**src/rtl/debounce_pkg.sv**
```systemverilog
// Shared helpers for the multi-channel debouncer: width calculation, derived
// constants and the parameter sanity predicate used at elaboration.
package debounce_pkg;

   function automatic int clog2(input int value);
      int res;
      int v;
      res = 0;
      v   = value - 1;
      while (v > 0) begin
         res = res + 1;
         v   = v >> 1;
      end
      return res;
   endfunction

   // Counter width able to hold 0..n-1, never narrower than one bit.
   function automatic int width_for(input int n);
      return (clog2(n) < 1) ? 1 : clog2(n);
   endfunction

   function automatic int calc_div(input int clk_hz, input int sample_hz);
      return clk_hz / sample_hz;
   endfunction

   function automatic int calc_cnt_w(input int stable_cnt);
      return width_for(stable_cnt);
   endfunction

   function automatic int calc_long_w(input int long_ticks);
      return width_for(long_ticks + 1);
   endfunction

   function automatic bit params_ok(input int div, input int stable_cnt,
                                    input int sync_stages);
      return (div >= 2) && (stable_cnt >= 1) && (sync_stages >= 2);
   endfunction

endpackage

```
**src/rtl/debounce_chan.sv**
```systemverilog
// One debounced channel: synchroniser, stability counter, level and edge pulses.
// The hold counter and long_o exist only when DEBOUNCE_LONG_PRESS_EN is defined.
module debounce_chan
   import debounce_pkg::*;
#(
   parameter int STABLE_CNT  = 20,
   parameter int SYNC_STAGES = 2,
   parameter int ACTIVE_LOW  = 0
`ifdef DEBOUNCE_LONG_PRESS_EN
   ,parameter int LONG_TICKS = 2000
`endif
) (
   input  logic clk_i,
   input  logic rst_i,
   input  logic tick_i,
   input  logic pb_i,
   output logic level_o,
   output logic rise_o,
   output logic fall_o
`ifdef DEBOUNCE_LONG_PRESS_EN
   ,output logic long_o
`endif
);

   localparam int               CNT_W    = calc_cnt_w(STABLE_CNT);
   localparam logic [CNT_W-1:0] CNT_LAST = CNT_W'(STABLE_CNT - 1);

   logic [SYNC_STAGES-1:0] sync_q;
   logic                   raw;
   logic                   s;
   logic [CNT_W-1:0]       cnt_q, cnt_d;
   logic                   level_q, level_d;
   logic                   rise_q, rise_d;
   logic                   fall_q, fall_d;

   // Inversion happens before the synchroniser so "pressed" is always 1 inside.
   assign raw = (ACTIVE_LOW != 0) ? ~pb_i : pb_i;
   assign s   = sync_q[SYNC_STAGES-1];

   always_comb begin
      cnt_d   = cnt_q;
      level_d = level_q;
      rise_d  = 1'b0;
      fall_d  = 1'b0;
      if (tick_i) begin
         if (s == level_q) begin
            cnt_d = '0;
         end else if (cnt_q == CNT_LAST) begin
            level_d = s;
            cnt_d   = '0;
            rise_d  = s;
            fall_d  = ~s;
         end else begin
            cnt_d = cnt_q + CNT_W'(1);
         end
      end
   end

   always_ff @(posedge clk_i) begin
      if (rst_i) begin
         sync_q  <= '0;
         cnt_q   <= '0;
         level_q <= 1'b0;
         rise_q  <= 1'b0;
         fall_q  <= 1'b0;
      end else begin
         sync_q  <= {sync_q[SYNC_STAGES-2:0], raw};
         cnt_q   <= cnt_d;
         level_q <= level_d;
         rise_q  <= rise_d;
         fall_q  <= fall_d;
      end
   end

   assign level_o = level_q;
   assign rise_o  = rise_q;
   assign fall_o  = fall_q;

`ifdef DEBOUNCE_LONG_PRESS_EN
   localparam int                LONG_W   = calc_long_w(LONG_TICKS);
   localparam logic [LONG_W-1:0] LONG_MAX = LONG_W'(LONG_TICKS);

   logic [LONG_W-1:0] hold_q, hold_d;
   logic              long_q, long_d;

   // Saturating at LONG_MAX limits the long pulse to one per press.
   always_comb begin
      hold_d = hold_q;
      long_d = 1'b0;
      if (!level_q) begin
         hold_d = '0;
      end else if (tick_i && (hold_q != LONG_MAX)) begin
         hold_d = hold_q + LONG_W'(1);
         long_d = (hold_d == LONG_MAX);
      end
   end

   always_ff @(posedge clk_i) begin
      if (rst_i) begin
         hold_q <= '0;
         long_q <= 1'b0;
      end else begin
         hold_q <= hold_d;
         long_q <= long_d;
      end
   end

   assign long_o = long_q;
`endif

endmodule

```
**src/rtl/debounce_multi.sv**
```systemverilog
// Multi-channel push-button conditioner sharing one sample tick across channels.
// Optional long-press detection (pb_long_o) is enabled by DEBOUNCE_LONG_PRESS_EN.
module debounce_multi
   import debounce_pkg::*;
#(
   parameter int N_CH        = 4,
   parameter int CLK_HZ      = 50000000,
   parameter int SAMPLE_HZ   = 1000,
   parameter int STABLE_CNT  = 20,
   parameter int SYNC_STAGES = 2,
   parameter int ACTIVE_LOW  = 0,
   parameter int LONG_TICKS  = 2000
) (
   input  logic            clk_i,
   input  logic            rst_i,
   input  logic [N_CH-1:0] pb_in_i,
   output logic [N_CH-1:0] pb_level_o,
   output logic [N_CH-1:0] pb_rise_o,
   output logic [N_CH-1:0] pb_fall_o,
   output logic            sample_tick_o
`ifdef DEBOUNCE_LONG_PRESS_EN
   ,output logic [N_CH-1:0] pb_long_o
`endif
);

   localparam int                DIV       = calc_div(CLK_HZ, SAMPLE_HZ);
   localparam int                TICK_W    = width_for(DIV);
   localparam logic [TICK_W-1:0] TICK_LAST = TICK_W'(DIV - 1);

   if (!params_ok(DIV, STABLE_CNT, SYNC_STAGES) || (LONG_TICKS < 1)) begin : g_param_check
      $error("debounce_multi: need DIV>=2, STABLE_CNT>=1, SYNC_STAGES>=2, LONG_TICKS>=1");
   end

   logic [TICK_W-1:0] tick_cnt_q, tick_cnt_d;
   logic              tick_q, tick_d;

   // The tick is registered from the next count so it is high while the count is DIV-1.
   always_comb begin
      tick_cnt_d = (tick_cnt_q == TICK_LAST) ? '0 : tick_cnt_q + TICK_W'(1);
      tick_d     = (tick_cnt_d == TICK_LAST);
   end

   always_ff @(posedge clk_i) begin
      if (rst_i) begin
         tick_cnt_q <= '0;
         tick_q     <= 1'b0;
      end else begin
         tick_cnt_q <= tick_cnt_d;
         tick_q     <= tick_d;
      end
   end

   assign sample_tick_o = tick_q;

   for (genvar i = 0; i < N_CH; i++) begin : g_ch
      debounce_chan #(
         .STABLE_CNT  (STABLE_CNT),
         .SYNC_STAGES (SYNC_STAGES),
         .ACTIVE_LOW  (ACTIVE_LOW)
`ifdef DEBOUNCE_LONG_PRESS_EN
         ,.LONG_TICKS (LONG_TICKS)
`endif
      ) u_chan (
         .clk_i   (clk_i),
         .rst_i   (rst_i),
         .tick_i  (tick_q),
         .pb_i    (pb_in_i[i]),
         .level_o (pb_level_o[i]),
         .rise_o  (pb_rise_o[i]),
         .fall_o  (pb_fall_o[i])
`ifdef DEBOUNCE_LONG_PRESS_EN
         ,.long_o (pb_long_o[i])
`endif
      );
   end

endmodule

```
**config.mk**
```make
export PLATFORM = sky130hd
export DESIGN_NAME = debounce_multi
export DESIGN_NICKNAME = d
export VERILOG_FILES = /design/src/rtl/debounce_pkg.sv /design/src/rtl/debounce_chan.sv /design/src/rtl/debounce_multi.sv
export SDC_FILE = /design/constraint.sdc
export NUM_CORES = 1
export LEC_CHECK = 0
export ABC_AREA = 1
export CAP_MARGIN = 40
export CORE_UTILIZATION = 45
export CTS_CLUSTER_DIAMETER = 40
export DETAILED_ROUTE_END_ITERATION = 12
export GPL_TIMING_DRIVEN = 0
export PLACE_DENSITY = 0.73
export SYNTH_ARGS = -nofsm -noshare
export SYNTH_HDL_FRONTEND = slang
export SYNTH_SLANG_ARGS = --single-unit
```
**constraint.sdc**
```tcl
create_clock -name clk_i -period 1.35 [get_ports clk_i]
set_input_delay 0.135 -clock clk_i [delete_from_list [all_inputs] [get_ports clk_i]]
set_output_delay 0.135 -clock clk_i [all_outputs]
set_load 0.01 [all_outputs]
```
==> impl_metrics.csv, run 1 <==
group,metric,value,unit
floorplanning,core_area,5610,um2
layout,final_util,0.604,
layout,n_antenna_cell,0,
place,dp_hpwl,3820,um
min_path,whs_endpoint,"g_ch[1].u_chan.cnt_q[0]",
global_route,grt_use_total,0.197,
yosys,syn_area,2670,um2
timing,report.final.hold_viol_count,0,
layout,nNetsFinal,418,
pwr,fin_total_pwr,3.39,mW
yosys,postSynthCellCount,376,
min_path,hold_path_class,"input pin to register",
clock_network,clock-sinks,57,
worst_setup_path,crit_fanout,5,
yosys,synth-seq-cells,57,
worst_setup_path,end_kind,"register",
worst_setup_path,rr_endpoint,"sample_tick_o",
pwr,power.static_leakage,1.33,nW
clock_network,cts_root_buffer,"clkbuf_8",
min_path,worstHoldStart,"rst_i",
yosys,syn_avg_cell_area,7.09,um2
layout,area_delta_synth_final,27.1,%
detailed_routing,ant_nets,0,
pwr,powerDensity,1000,nW/um2
global_route,grt_pass1_vias,2095,
clock_network,hold_buffers,0,
clock_network,htree_levels,3,
yosys,syn-num-nets,387,
detailed_routing,drt-initial-drc-count,138,
floorplanning,initial_core_util,0.475,
worst_setup_path,ff2ff_setup_slack,-0.1,ns
floorplanning,ios,19,
yosys,synth.area.top_cells,"dfxtp_1 43%, nand2_1 13%, nor2_1 9.0%",
timing,max_slew.worst_pin.slew,0.587,ns
yosys,ys.flop_type,"dfxtp_1",
worst_setup_path,crit_type,"register to register",
timing,fin_crit_sh,1.07,
floorplanning,fp-row-count,27,
yosys,ys_warn_count,0,
yosys,synth_edf_count,0,
timing,slew_viol_final,0,
min_path,holdPathStages,2,
flow_run,drv_cap,0,
timing,rsz0062_at_grt,"yes",
global_route,antenna_found_initial,0,
detailed_routing,wl_per_cell,12.0,um
timing,holdWs,0.129,ns
yosys,synth.distinct_cells,26,
yosys,async_flop_share,0,
detailed_routing,vias,2423,
detailed_routing,via_per_inst,5.01,
detailed_routing,dr.pass1.iters,5,
clock_network,cts_tree,"built",
pwr,ir_drop,719,uV
place,gp_congestion,0.852,
global_route,overflow,0,
worst_setup_path,reg2reg_depth,11,
clock_network,clockBufferDepth,2,
clock_network,cts.clk_slew.worst_paths,0.07,ns
detailed_routing,routed_wirelength,5790,um
worst_setup_path,critPathRequiredTime,1.63,ns
layout,post_layout_nonfiller_instances,484,
floorplanning,die_area,6240,um2
layout,drive_above_1_share,0.255,
yosys,synth_top_area_frac,0.428,
place,pre_cts_ws,-0.202,ns
timing,clock_skew,0.00859,ns
floorplanning,die_w,79.0,um
status,status,"complete, but fails checks",
timing,fmax,691,MHz
worst_setup_path,critPathLaunchType,"register",
floorplanning,die_h,79.0,um
place,dp.cells,465,
layout,fin_area,3390,um2
timing,slew_headroom,0.609,
yosys,synth.largest_area_cell,"dfxtp_1",
timing,setup_violations,1,
yosys,synth-seq-area-share,0.428,
worst_setup_path,arrival,1.72,ns
clock_network,insertion_delay,0.34,ns
place,dpl_cell_area,2940,um2
place,port_buffers,17,
detailed_routing,drc,0,
global_route,grt_max_degree,17,
worst_setup_path,regToRegStartpoint,"tick_cnt_q[1]",
global_route,grt_first_pass_wirelength,9290,um
timing,period_minus_slack,1.45,ns
clock_network,cts_buffers,9,
status,violations,"setup timing",
timing,layout_setup_ws,-0.0968,ns
timing,fin_tns_setup,-0.0968,ns
[power by group]
group | internal (mW) | switching [mW] | total, mW
combinational | 0.0471 | 0.0649 | 0.112
clock | 0.895 | 0.677 | 1.57
sequential | 1.69 | 0.0173 | 1.71
[sequential cells by signal, summed over array words and instances, names as in the netlist]
register and flops:
g_ch.u_chan.cnt_q 20, tick_cnt_q 16, g_ch.u_chan.sync_q 8, g_ch.u_chan.fall_o 4
g_ch.u_chan.level_o 4, g_ch.u_chan.rise_o 4, sample_tick_o 1
[placed cells by master (no fill, tap or decap), types with 3 or more instances in the layout]
cell             synthesis  routed
a21oi_1                 18      17
nor2_4                   2       4
dfxtp_4                  0       7
buf_4                   13      15
nand3_2                  0       4
dlygate4sd2_1            0      13
dfxtp_2                  0      11
ha_2                     0       3
a211oi_1                 4       4
clkdlybuf4s50_1          0       4
clkbuf_8                 0      10
nand2_1                 92      83
xor2_1                  13      11
inv_1                   40      36
nor2_2                   6      11
nand2_2                  4      10
inv_2                    0       4
clkbuf_1                 3       3
nor3_1                   8       5
nand3_1                 22      18
o21ai_0                  7       7
nand4_1                  4       4
dfxtp_1                 57      39
nor2_1                  64      57
nand2_4                  0       3
[worst max-delay path: stages, from the launching register on]
cell,delay (ns)
dfxtp_2,0.36
ha_4,0.18
nand2_4,0.07
nor2_4,0.16
nand2_1,0.07
nand2_1,0.08
nand2_2,0.06
nor2_2,0.09
nand3_2,0.09
nor2_1,0.10
nand2_1,0.07
nor2_2,0.07
[cell usage after synthesis, types with 5 or more instances]
master and count:
nand2_1 92, nor2_1 64, dfxtp_1 57, inv_1 40, nand3_1 22, a21oi_1 18, buf_4 13, xor2_1 13
nor3_1 8, o21ai_0 7, nor2_2 6, ha_1 5
[layout make-up]
class / count / area (um2)
plain buffers: 18 / 121
clock buffers: 11 / 141
clock inverters: 5 / 55.1
fillers: 524 / 2220
inverters: 40 / 150
multi-input cells: 260 / 1460
flip-flops and latches: 57 / 1180
well taps: 72 / 90.1
repair buffers: 21 / 188
[routing by layer]
metal | vias to the layer above | wire, um | track usage
li1 | 1242 | - | -
met1 | 1116 | 2550 | 0.236
met2 | 53 | 2890 | 0.320
met3 | 12 | 286 | 0.0736
met4 | 0 | 69 | 0.0764
met5 | - | 0 | 0
[worst max path at each step]
stage / cells after the start / slack [ns] / to / startpoint
after CTS: 11 / -0.11 / sample_tick_o / tick_cnt_q[0]
final: 11 / -0.1 / sample_tick_o / tick_cnt_q[1]
after floorplan: 12 / 0.02 / sample_tick_o / tick_cnt_q[0]
after detailed placement: 10 / -0.20 / sample_tick_o / tick_cnt_q[0]
after global routing: 11 / -0.21 / sample_tick_o / tick_cnt_q[1]
after global placement: 10 / -0.21 / sample_tick_o / tick_cnt_q[0]
[logic make-up (layout without fill, tap and decap cells)]
logic type / Yosys count / in the layout / synth area share
AND/OR/NAND/NOR: 204 / 204 / 0.322
buffers and inverters: 59 / 95 / 0.102
XOR/XNOR: 14 / 14 / 0.0460
AO/OA/AOI/OAI: 37 / 37 / 0.0788
flip-flops: 57 / 57 / 0.428
adder cells (fa/ha/maj): 5 / 5 / 0.0235
[timing repair]
action / CTS / global route
endpoints found under the setup margin: 39 / 31
pin swaps: 2 / 11
gates resized for setup: 31 / 57
buffers inserted: 2 / 2
(Power assumes the default switching activity.)
==> run 2, diff against run 1 <==
--- a/config.mk
+++ b/config.mk
@@ -11,7 +11,7 @@
 export CTS_CLUSTER_DIAMETER = 40
 export DETAILED_ROUTE_END_ITERATION = 12
 export GPL_TIMING_DRIVEN = 0
-export PLACE_DENSITY = 0.73
+export PLACE_DENSITY = 0.71
 export SYNTH_ARGS = -nofsm -noshare
 export SYNTH_HDL_FRONTEND = slang
 export SYNTH_SLANG_ARGS = --single-unit
==> constraint.sdc (replaced) <==
create_clock -name clk_i -period 1.7 [get_ports clk_i]
set_input_delay 0.17 -clock clk_i [delete_from_list [all_inputs] [get_ports clk_i]]
set_output_delay 0.17 -clock clk_i [all_outputs]
set_load 0.01 [all_outputs]
==> run 2 against run 1 <==
Critical path depth rose by 1. Highest routed layer unchanged. Combinational power fell by 35%. The flow now finishes without violations. Cell area fell by 6.3%. Power fell by 16%.
==> impl_metrics.csv, run 2 (synthesized netlist as in run 1, its figures left out) <==
group,metric,value,unit
clock_network,htree_levels,3,
global_route,overflow,0,
layout,largest_register_ffs,20,
timing,period_minus_slack,1.55,ns
worst_setup_path,critPathRequiredTime,1.93,ns
floorplanning,die_area,6240,um2
worst_setup_path,timing.critical_path.cells,"ha_4, nand2_2, nor2_4, nand2_1, inv_1, nand2_2, nand2_1, nor2_1, nand2_1, nor2_1, nand2_1, nor2_2",
place,dp_hpwl,3880,um
clock_network,cts_root_buffer,"clkbuf_8",
status,status,"complete, no violations",
clock_network,clockBufferDepth,2,
detailed_routing,vias,2342,
layout,final_cell_mix,"91 x nand2_1, 64 x nor2_1, 56 x dfxtp_1, 40 x inv_1, 22 x nand3_1",
floorplanning,fp-row-count,27,
timing,slew_headroom,0.585,
flow_run,drv_cap,0,
timing,report.final.hold_viol_count,0,
layout,n_antenna_cell,0,
floorplanning,die_w,79.0,um
timing,clock_skew,0.00608,ns
clock_network,hold_buffers,0,
layout,nNetsFinal,416,
timing,fin_crit_sh,0.909,
clock_network,cts_tree,"built",
layout,post_layout_nonfiller_instances,482,
min_path,whs_endpoint,"g_ch[1].u_chan.cnt_q[0]",
min_path,worstHoldStart,"rst_i",
global_route,grt_use_total,0.200,
pwr,ir_drop,444,uV
worst_setup_path,arrival,1.78,ns
detailed_routing,drt-initial-drc-count,92,
worst_setup_path,crit_type,"register to register",
place,dp.cells,465,
timing,setup_violations,0,
timing,holdWs,0.165,ns
clock_network,cts_buffers,9,
layout,reg_top3,"g_ch.u_chan.cnt_q: 20 flops, tick_cnt_q: 16 flops, g_ch.u_chan.sync_q: 8 flops",
detailed_routing,routed_wirelength,5480,um
clock_network,cts.clk_slew.worst_paths,0.07,ns
detailed_routing,drc,0,
worst_setup_path,critPathLaunchType,"register",
floorplanning,ios,19,
worst_setup_path,crit_fanout,6,
clock_network,insertion_delay,0.33,ns
global_route,antenna_found_initial,0,
detailed_routing,via_per_inst,4.86,
clock_network,clock-sinks,57,
pwr,power.static_leakage,1.24,nW
worst_setup_path,ff2ff_setup_slack,0.15,ns
worst_setup_path,path_buf_inv,1,
layout,area_delta_synth_final,19.1,%
detailed_routing,wl_per_cell,11.4,um
timing,fmax,647,MHz
layout,top_register,"g_ch.u_chan.cnt_q",
global_route,grt_first_pass_wirelength,9540,um
layout,final_common_cell,"nand2_1",
global_route,grt_pass1_vias,2190,
floorplanning,core_area,5610,um2
floorplanning,initial_core_util,0.475,
place,port_buffers,17,
worst_setup_path,max_stage_delay,0.38,ns
detailed_routing,ant_nets,0,
worst_setup_path,regToRegStartpoint,"tick_cnt_q[0]",
layout,fillers,555,
min_path,hold_path_class,"input pin to register",
worst_setup_path,end_kind,"register",
layout,fin_area,3180,um2
timing,layout_setup_ws,0.154,ns
layout,drive_above_1_share,0.115,
timing,slew_viol_final,0,
worst_setup_path,crit_start,"tick_cnt_q[0]",
place,pre_cts_ws,-0.0762,ns
place,gp_congestion,0.856,
floorplanning,die_h,79.0,um
worst_setup_path,critPathTopFamily,"simple AND/OR/NAND/NOR gates",
pwr,powerDensity,893,nW/um2
detailed_routing,dr.pass1.iters,4,
timing,max_slew.worst_pin.slew,0.622,ns
worst_setup_path,reg2reg_depth,12,
worst_setup_path,rr_endpoint,"sample_tick_o",
worst_setup_path,cpMostUsedCell,"nand2_1",
place,dpl_cell_area,2930,um2
min_path,holdPathStages,2,
worst_setup_path,cp_slowest_cell,"dfxtp_2",
layout,final_util,0.566,
global_route,grt_max_degree,11,
worst_setup_path,crit_cells,12,
run 2: cell types whose count changed in the layout (fill, tap and decap cells not counted), sizes merged, moves of 2 or more:
cell and delta:
clkdlybuf4s50 +13, dlygate4sd2 -13, buf -3, clkinvlp -2
run 2: timing repair:
| item | CTS | global route |
|---|---|---|
| gates resized for setup | 2 | 3 |
| buffers inserted | 0 | 1 |
| endpoints found under the setup margin | 1 | 1 |
| pin swaps | 0 | 1 |
run 2: per-layer routing:
metal  global-route usage  part of all wire  vias to the layer above
met2                0.332              0.49                       41
li1                     -                 -                     1234
met1                0.232              0.46                     1061
met3               0.0759             0.047                        6
met4               0.0745             0.011                        0
met5                    0                 0                        -
run 2: worst max-delay path by stage:
stage | slack [ns] | endpoint
2_1_floorplan | 0.27 | sample_tick_o
3_3_place_gp | -0.04 | sample_tick_o
3_5_place_dp | -0.08 | sample_tick_o
4_1_cts | 0.01 | sample_tick_o
5_1_grt | -0.006 | sample_tick_o
6_report | 0.15 | sample_tick_o
run 2: worst reg2reg max path: cells and delay by family, from the launching register on:
| family | cells | cell delay (ns) |
|---|---|---|
| and+or+nand+nor | 10 | 0.81 |
| adders and majority gates | 1 | 0.18 |
| DFF | 1 | 0.38 |
| buffers and inverters | 1 | 0.08 |
run 2: area by class of cell:
class	count	area, um2	area share
Buffer	19	121	0.0382
Clock buffer	11	141	0.0445
Clock inverter	5	78.8	0.0248
Inverter	40	150	0.0473
Multi-Input combinational cell	260	1270	0.401
Sequential cell	57	1140	0.360
Tap cell	72	90.1	0.0284
Timing Repair Buffer	18	178	0.0559
run 2: power breakdown:
group          total (mW)  internal [mW]  switching [mW]
Sequential           1.36           1.35          0.0120
Combinational      0.0733         0.0274          0.0459
Clock                1.40          0.863           0.539
Total                2.84           2.24           0.597
run 2: per-stage QoR:
| step | power [mW] | TNS, ns |
|---|---|---|
| final | 2.84 | 0 |
| after global routing | 2.96 | -0.00558 |
| after CTS | 2.87 | 0 |
| after detailed placement | 1.46 | -0.0762 |
| after global placement | 1.46 | -0.0405 |
| after floorplan | 1.43 | 0 |
==> run 3, diff against run 2 <==
--- a/config.mk
+++ b/config.mk
@@ -12,6 +12,7 @@
 export DETAILED_ROUTE_END_ITERATION = 12
 export GPL_TIMING_DRIVEN = 0
 export PLACE_DENSITY = 0.71
+export SLEW_MARGIN = 20
 export SYNTH_ARGS = -nofsm -noshare
 export SYNTH_HDL_FRONTEND = slang
 export SYNTH_SLANG_ARGS = --single-unit
==> results of run 3 <==
The final DEF is identical to that of run 2; final timing and power are the same.
